## config.mk

```make
export PLATFORM = sky130hd
export DESIGN_NAME = ex_mdu
export DESIGN_NICKNAME = d
export VERILOG_FILES = /design/src/rtl/ex_mdu_pkg.sv /design/src/rtl/ex_mdu_divcore.sv /design/src/rtl/ex_mdu.sv
export SDC_FILE = /design/constraint.sdc
export NUM_CORES = 2
export LEC_CHECK = 0
export BUFFER_PORTS_ARGS = -buffer_cell sky130_fd_sc_hd__buf_2
export CORE_ASPECT_RATIO = 0.7
export CORE_MARGIN = 2
export CORE_UTILIZATION = 35
export CTS_CLUSTER_SIZE = 10
export DETAILED_ROUTE_END_ITERATION = 16
export GPL_ROUTABILITY_DRIVEN = 0
export PLACE_DENSITY_LB_ADDON = 0.15
export SLEW_MARGIN = 30
export SYNTH_ARGS = -nofsm -noshare
export SYNTH_HDL_FRONTEND = slang
export SYNTH_SLANG_ARGS = --single-unit
export TNS_END_PERCENT = 50
```

## constraint.sdc

```tcl
create_clock -name clk -period 8.7 [get_ports clk]
set_input_delay 0.435 -clock clk [delete_from_list [all_inputs] [get_ports clk]]
set_output_delay 0.435 -clock clk [all_outputs]
set_load 0.03 [all_outputs]
```

## src/rtl/ex_mdu_pkg.sv

```systemverilog
// ex_mdu_pkg: shared definitions for the multiply/divide unit.
//   - default parameter values (XLEN, MUL_LAT, TAG_W)
//   - operation codes (mdu_op_e) and FSM state encoding (mdu_state_e)
//   - small op-classification helpers
package ex_mdu_pkg;

  localparam int unsigned XLEN_DEF    = 32;
  localparam int unsigned MUL_LAT_DEF = 2;
  localparam int unsigned TAG_W_DEF   = 5;

  typedef enum logic [2:0] {
    OP_MUL   = 3'd0,
    OP_MULH  = 3'd1,
    OP_MULHU = 3'd2,
    OP_DIV   = 3'd3,
    OP_MOD   = 3'd4,
    OP_DIVU  = 3'd5,
    OP_MODU  = 3'd6,
    OP_RSVD  = 3'd7
  } mdu_op_e;

  typedef enum logic [1:0] {
    S_IDLE = 2'd0,
    S_MUL  = 2'd1,
    S_DIV  = 2'd2,
    S_DONE = 2'd3
  } mdu_state_e;

  function automatic logic op_is_mul(input mdu_op_e op);
    return op inside {OP_MUL, OP_MULH, OP_MULHU};
  endfunction

  function automatic logic op_is_sdiv(input mdu_op_e op);
    return op inside {OP_DIV, OP_MOD};
  endfunction

  function automatic logic op_is_rem(input mdu_op_e op);
    return op inside {OP_MOD, OP_MODU};
  endfunction

endpackage

```

## src/rtl/ex_mdu_divcore.sv

```systemverilog
// ex_mdu_divcore: iterative restoring divider on unsigned magnitudes.
//   clk, rst     : clock, synchronous active-high reset
//   i_start      : load operands and begin (one quotient bit per cycle)
//   i_abort      : drop the operation and clear the iteration counter
//   i_dividend   : unsigned dividend magnitude
//   i_divisor    : unsigned divisor magnitude (non-zero)
//   o_done       : one-cycle pulse, o_quotient/o_remainder valid with it
module ex_mdu_divcore
  import ex_mdu_pkg::*;
#(
  parameter int unsigned XLEN = XLEN_DEF
) (
  input  logic            clk,
  input  logic            rst,
  input  logic            i_start,
  input  logic            i_abort,
  input  logic [XLEN-1:0] i_dividend,
  input  logic [XLEN-1:0] i_divisor,
  output logic            o_done,
  output logic [XLEN-1:0] o_quotient,
  output logic [XLEN-1:0] o_remainder
);

  localparam int unsigned CW = $clog2(XLEN);

  logic [CW-1:0]   r_cnt;
  logic            r_busy;
  logic            r_done;
  logic [XLEN-1:0] r_rem;
  logic [XLEN-1:0] r_quo;
  logic [XLEN-1:0] r_dvs;
  logic [XLEN:0]   w_trial;
  logic [XLEN:0]   w_diff;

  // Shift the next dividend bit into the partial remainder; a set MSB on
  // the difference means the trial subtraction must be undone.
  assign w_trial = {r_rem, r_quo[XLEN-1]};
  assign w_diff  = w_trial - {1'b0, r_dvs};

  always_ff @(posedge clk) begin
    if (rst || i_abort) begin
      r_busy <= 1'b0;
      r_done <= 1'b0;
      r_cnt  <= '0;
      r_rem  <= '0;
      r_quo  <= '0;
      r_dvs  <= '0;
    end else begin
      r_done <= 1'b0;
      if (i_start) begin
        r_busy <= 1'b1;
        r_cnt  <= '0;
        r_rem  <= '0;
        r_quo  <= i_dividend;
        r_dvs  <= i_divisor;
      end else if (r_busy) begin
        if (w_diff[XLEN]) begin
          r_rem <= w_trial[XLEN-1:0];
          r_quo <= {r_quo[XLEN-2:0], 1'b0};
        end else begin
          r_rem <= w_diff[XLEN-1:0];
          r_quo <= {r_quo[XLEN-2:0], 1'b1};
        end
        if (r_cnt == CW'(XLEN - 1)) begin
          r_busy <= 1'b0;
          r_done <= 1'b1;
          r_cnt  <= '0;
        end else begin
          r_cnt <= r_cnt + CW'(1);
        end
      end
    end
  end

  assign o_done      = r_done;
  assign o_quotient  = r_quo;
  assign o_remainder = r_rem;

endmodule

```

## src/rtl/ex_mdu.sv

```systemverilog
// ex_mdu: single-issue integer multiply/divide unit with valid/ready ports.
//   clk, rst              : clock, synchronous active-high reset
//   flush                 : cancel any in-flight or held operation
//   in_valid/in_ready     : request handshake; in_op, in_src1, in_src2, in_tag
//   out_valid/out_ready   : result handshake; out_result, out_tag
//   busy                  : unit not idle
// Multiplies run through a MUL_LAT-stage register pipeline; divides use
// ex_mdu_divcore on magnitudes with sign fix here. Divide by zero, signed
// overflow and the reserved op complete one cycle after accept.
module ex_mdu
  import ex_mdu_pkg::*;
#(
  parameter int unsigned XLEN    = XLEN_DEF,
  parameter int unsigned MUL_LAT = MUL_LAT_DEF,
  parameter int unsigned TAG_W   = TAG_W_DEF
) (
  input  logic             clk,
  input  logic             rst,
  input  logic             flush,
  input  logic             in_valid,
  output logic             in_ready,
  input  logic [2:0]       in_op,
  input  logic [XLEN-1:0]  in_src1,
  input  logic [XLEN-1:0]  in_src2,
  input  logic [TAG_W-1:0] in_tag,
  output logic             out_valid,
  input  logic             out_ready,
  output logic [XLEN-1:0]  out_result,
  output logic [TAG_W-1:0] out_tag,
  output logic             busy
);

  localparam int unsigned   CW       = $clog2(MUL_LAT + 1);
  localparam logic [XLEN-1:0] MOST_NEG = {1'b1, {(XLEN-1){1'b0}}};

  mdu_state_e         r_state, w_next, w_acc_state;
  mdu_op_e            w_in_op, r_op;
  logic               w_accept, w_sdiv_in, w_dz, w_ovf, w_early_in;
  logic [XLEN-1:0]    w_early_res_in, w_mag1, w_mag2;
  logic [2*XLEN-1:0]  w_ma, w_mb, w_prod;
  logic               w_div_start, w_div_done, w_mul_last, w_div_fin, w_load;
  logic [XLEN-1:0]    w_quo, w_rem, w_res;
  logic [TAG_W-1:0]   r_tag, r_out_tag;
  logic [XLEN-1:0]    r_result, r_early_res;
  logic               r_early, r_neg_q, r_neg_r;
  logic [CW-1:0]      r_mcnt;
  logic [2*XLEN-1:0]  r_mp [MUL_LAT];

  assign in_ready  = (r_state == S_IDLE) | ((r_state == S_DONE) & out_ready);
  assign out_valid = (r_state == S_DONE);
  assign busy      = (r_state != S_IDLE);
  assign w_accept  = in_valid & in_ready & ~flush;

  assign w_in_op     = mdu_op_e'(in_op);
  assign w_acc_state = op_is_mul(w_in_op) ? S_MUL : S_DIV;
  assign w_sdiv_in   = op_is_sdiv(w_in_op);
  assign w_mag1      = (w_sdiv_in & in_src1[XLEN-1]) ? -in_src1 : in_src1;
  assign w_mag2      = (w_sdiv_in & in_src2[XLEN-1]) ? -in_src2 : in_src2;
  assign w_dz        = (in_src2 == '0);
  assign w_ovf       = w_sdiv_in & (in_src1 == MOST_NEG) & (in_src2 == '1);
  assign w_early_in  = (w_in_op == OP_RSVD) | (~op_is_mul(w_in_op) & (w_dz | w_ovf));
  assign w_div_start = w_accept & ~op_is_mul(w_in_op) & ~w_early_in;

  always_comb begin
    w_early_res_in = '0;
    if (w_in_op == OP_RSVD)
      w_early_res_in = '0;
    else if (w_dz)
      w_early_res_in = op_is_rem(w_in_op) ? in_src1 : '1;
    else if (w_ovf)
      w_early_res_in = op_is_rem(w_in_op) ? '0 : MOST_NEG;
  end

  // Sign- or zero-extend to 2*XLEN; the truncated product is then the
  // exact signed (or unsigned) product.
  assign w_ma   = (w_in_op == OP_MULHU) ? {{XLEN{1'b0}}, in_src1}
                                        : {{XLEN{in_src1[XLEN-1]}}, in_src1};
  assign w_mb   = (w_in_op == OP_MULHU) ? {{XLEN{1'b0}}, in_src2}
                                        : {{XLEN{in_src2[XLEN-1]}}, in_src2};
  assign w_prod = w_ma * w_mb;

  ex_mdu_divcore #(.XLEN(XLEN)) u_divcore (
    .clk         (clk),
    .rst         (rst),
    .i_start     (w_div_start),
    .i_abort     (flush),
    .i_dividend  (w_mag1),
    .i_divisor   (w_mag2),
    .o_done      (w_div_done),
    .o_quotient  (w_quo),
    .o_remainder (w_rem)
  );

  assign w_mul_last = (r_state == S_MUL) && (r_mcnt == CW'(MUL_LAT - 1));
  assign w_div_fin  = (r_state == S_DIV) && (r_early || w_div_done);
  assign w_load     = ~flush & (w_mul_last | w_div_fin);

  always_comb begin
    w_res = r_result;
    if (r_state == S_MUL)
      w_res = (r_op == OP_MUL) ? r_mp[MUL_LAT-1][XLEN-1:0]
                               : r_mp[MUL_LAT-1][2*XLEN-1:XLEN];
    else if (r_early)
      w_res = r_early_res;
    else if (op_is_rem(r_op))
      w_res = r_neg_r ? -w_rem : w_rem;
    else
      w_res = r_neg_q ? -w_quo : w_quo;
  end

  always_comb begin
    w_next = r_state;
    unique case (r_state)
      S_IDLE:  if (w_accept) w_next = w_acc_state;
      S_MUL:   if (w_mul_last) w_next = S_DONE;
      S_DIV:   if (w_div_fin) w_next = S_DONE;
      S_DONE:  if (out_ready) w_next = w_accept ? w_acc_state : S_IDLE;
      default: w_next = S_IDLE;
    endcase
    if (flush) w_next = S_IDLE;
  end

  always_ff @(posedge clk) begin
    if (rst) begin
      r_state     <= S_IDLE;
      r_op        <= OP_MUL;
      r_tag       <= '0;
      r_out_tag   <= '0;
      r_result    <= '0;
      r_early     <= 1'b0;
      r_early_res <= '0;
      r_neg_q     <= 1'b0;
      r_neg_r     <= 1'b0;
      r_mcnt      <= '0;
      for (int unsigned i = 0; i < MUL_LAT; i++) r_mp[i] <= '0;
    end else begin
      r_state <= w_next;
      if (w_accept) begin
        r_op        <= w_in_op;
        r_tag       <= in_tag;
        r_early     <= w_early_in;
        r_early_res <= w_early_res_in;
        r_neg_q     <= w_sdiv_in & (in_src1[XLEN-1] ^ in_src2[XLEN-1]);
        r_neg_r     <= w_sdiv_in & in_src1[XLEN-1];
        r_mcnt      <= '0;
        r_mp[0]     <= w_prod;
      end else if (r_state == S_MUL) begin
        r_mcnt <= r_mcnt + CW'(1);
      end
      for (int unsigned i = 1; i < MUL_LAT; i++) r_mp[i] <= r_mp[i-1];
      if (w_load) begin
        r_result  <= w_res;
        r_out_tag <= r_tag;
      end
    end
  end

  assign out_result = r_result;
  assign out_tag    = r_out_tag;

endmodule

```

==> metrics.txt <==
depth of the CTS H-tree 2; crit path DAT slightly above 9000 ps; yosys warns 0; Worst-path clk slew roughly 60 ps; post-synth cell types 83; Mapped Area 65100 um2; FMAX around 110 MHz; total wire length around 230000 um; slowest stage cell, crit path fa_2; first-pass GRT wire length 349900 um; largest net degree at the start of global routing 70; HPWL Detailed approximately 200000 um; crit end category register; final slew viol count 0; P&R area growth vs syn 17.52%; Die W 519.5 um; placed insts 10163; final worst path period need approximately 9000 ps; row cnt about 130; vias in the first global route 53495; WL per Instance around 22 um; clock skew ~16 ps; CTS tree done; Worst Path Required 9020 ps; TritonCTS Buffers 38; ANT nets after route 0; max cap viols 0; Final Cycle Share 100.6%; antenna violations before repair 11; post-synthesis sequential area ratio 11.66%; RSZ-0062 raised after global routing yes; delay of the slowest cell on the worst path just under 600 ps; Die H 364.8 um; layout cells sized above 1 between 15 and 20%; EDFF count, synth between 100 and 150; clock sink total 315; IO buf count 116; worst min path class in -> reg; total gr overflow 0; die area 189500 um2; DR vias between 50000 and 60000; Tot GR Track Use about 25%; Hold Path Cell Cnt 3; worst-case reg-to-reg path depth 10; ys flop type dfxtp_1; fraction of registers with async set/reset 0%; clock buffer depth 3; fin nets 9615; final hold slack 114.0 ps; vias per cell 4.936; Filler Cell Count 18463; Placeable Area 184800 um2; root buf cell clkbuf_16; worst rel slew slack 23.07%; Post-Syn Area per Cell 9.108 um2; initial DRC count 3684; crit start category input port; Post-Layout Cell Count 10262; Cells after Synth roughly 7000; worst slew pin tran approximately 1200 ps; clock latency on the worst-skew pair 570 ps; Setup CP Type in -> reg; failing checks setup timing; number of remaining DRC errors 0; hold buffer count at CTS 0; Setup-failing EPs final 5; status finished with violations; Final Hold Viols 0; CP max FO 7; first drt pass iteration count 5; PnR worst setup slack -54.34 ps; # IOs 117; final core occ 41.40%; starting density of the core 35.22%; CP dominant cell by count fa_1; Yosys reg bits 315
-- cells in the final DEF (no fill, tap or decap), types with 91 or more instances in the layout --
| cell type | count |
|---|---|
| fa_1 | 1392 |
| ha_1 | 342 |
| a21oi_1 | 203 |
| inv_1 | 1542 |
| a211oi_1 | 125 |
| o21ai_0 | 138 |
| xor2_1 | 91 |
| nand2_1 | 889 |
| edfxtp_1 | 128 |
| dfxtp_1 | 185 |
| xnor2_1 | 146 |
| buf_2 | 102 |
| buf_4 | 723 |
| nor2_1 | 311 |
| and2_1 | 414 |
-- flip-flops by register name, indices dropped and copies added, names as in the netlist, 3 cells and up --
name                   flops
r_mp                     128
r_early_res               32
out_result                32
u_divcore.o_quotient      32
u_divcore.r_cnt            5
r_tag                      5
r_op                       3
u_divcore.o_remainder     32
u_divcore.r_dvs           32
out_tag                    5
-- cell type report --
class | instances | area [um2] | area share [%]
multi-input cells | 4909 | 51040 | 66.72
repair buffers | 926 | 7737 | 10.11
flip-flops and latches | 315 | 7592 | 9.924
inverters | 1568 | 5899 | 7.711
well taps | 2479 | 3102 | 4.054
clock buffers | 59 | 1061 | 1.387
clock inverters | 4 | 67.56 | 0.08831
diodes | 2 | 5.005 | 0.006542
-- cell families after synthesis --
kind of cell               synth area share (%)
AOI/OAI and AO/OA                         7.604
muxes                                    0.7208
xor gates and xnor gates                  3.310
adders and majority gates                 50.63
DFF                                       11.66
other                                  0.005761
and+or+nand+nor                           14.54
buffers and inverters                     11.54
-- critical path: cells and delay by family --
family / cells / cell delay (ps)
AOI/OAI and AO/OA: 5 / 870
muxes: 1 / 350
and+or+nand+nor: 5 / 1130
adders and majority gates: 11 / 5380
buffers and inverters: 8 / 860
-- metal layers --
metal / wire length (um) / GRT usage, %
met5: 0 / 0
met1: 111100 / 37.39
met2: 98040 / 37.19
met4: 3261 / 3.325
met3: 17100 / 4.646
-- Yosys cell counts, drive strengths merged (36+ instances only) --
library cell / n / area share [%]
clkbuf: 326 / 1.9
inv: 1568 / 9.0
ha: 358 / 6.9
edfxtp: 128 / 5.9
o21ai: 154 / 1.2
xor2: 93 / 1.3
buf: 93 / 0.61
xnor2: 153 / 2.1
and2: 418 / 4.0
nor2b: 88 / 0.85
fa: 1422 / 44
a211oi: 129 / 1.5
a21o: 54 / 0.62
dfxtp: 187 / 5.8
a21oi: 218 / 1.7
nor2: 317 / 1.8
and3: 36 / 0.35
nand3: 43 / 0.33
mux2i: 39 / 0.60
nand2: 908 / 5.2
nor3: 57 / 0.45
-- metrics by stage --
step / setup WS [ps] / TNS [ps] / area [um2]
finish: -54.34 / -137.1 / 76500
global route: -316.5 / -3394 / 76500
CTS: -153.8 / -363.2 / 75920
detailed placement: -1005 / -20090 / 74410
global placement: -923.9 / -20110 / 74390
floorplan: -450.1 / -2611 / 65620
-- path summary, 6_finish.rpt --
kind / start / end / slack [ps]
worst max-delay path: in_op[1] / r_mp[0][56] / -50
worst min-delay path: in_tag[3] / r_tag[3] / 110
worst min register to register: r_tag[0] / out_tag[0] / 450
worst max register to register: u_divcore.o_remainder[7] / out_result[17] / 4630
-- repair_timing --
| item | 4_1_cts | 5_1_grt |
|---|---|---|
| resized for setup | 75 | 96 |
| setup buffers | 14 | 17 |
| cloned | 1 | 1 |
| pin swaps | 57 | 62 |
| endpoints found under the setup margin | 21 | 25 |
Power is not shown: default switching activity piles up to over one toggle a cycle in this logic, so the estimate is an artifact.
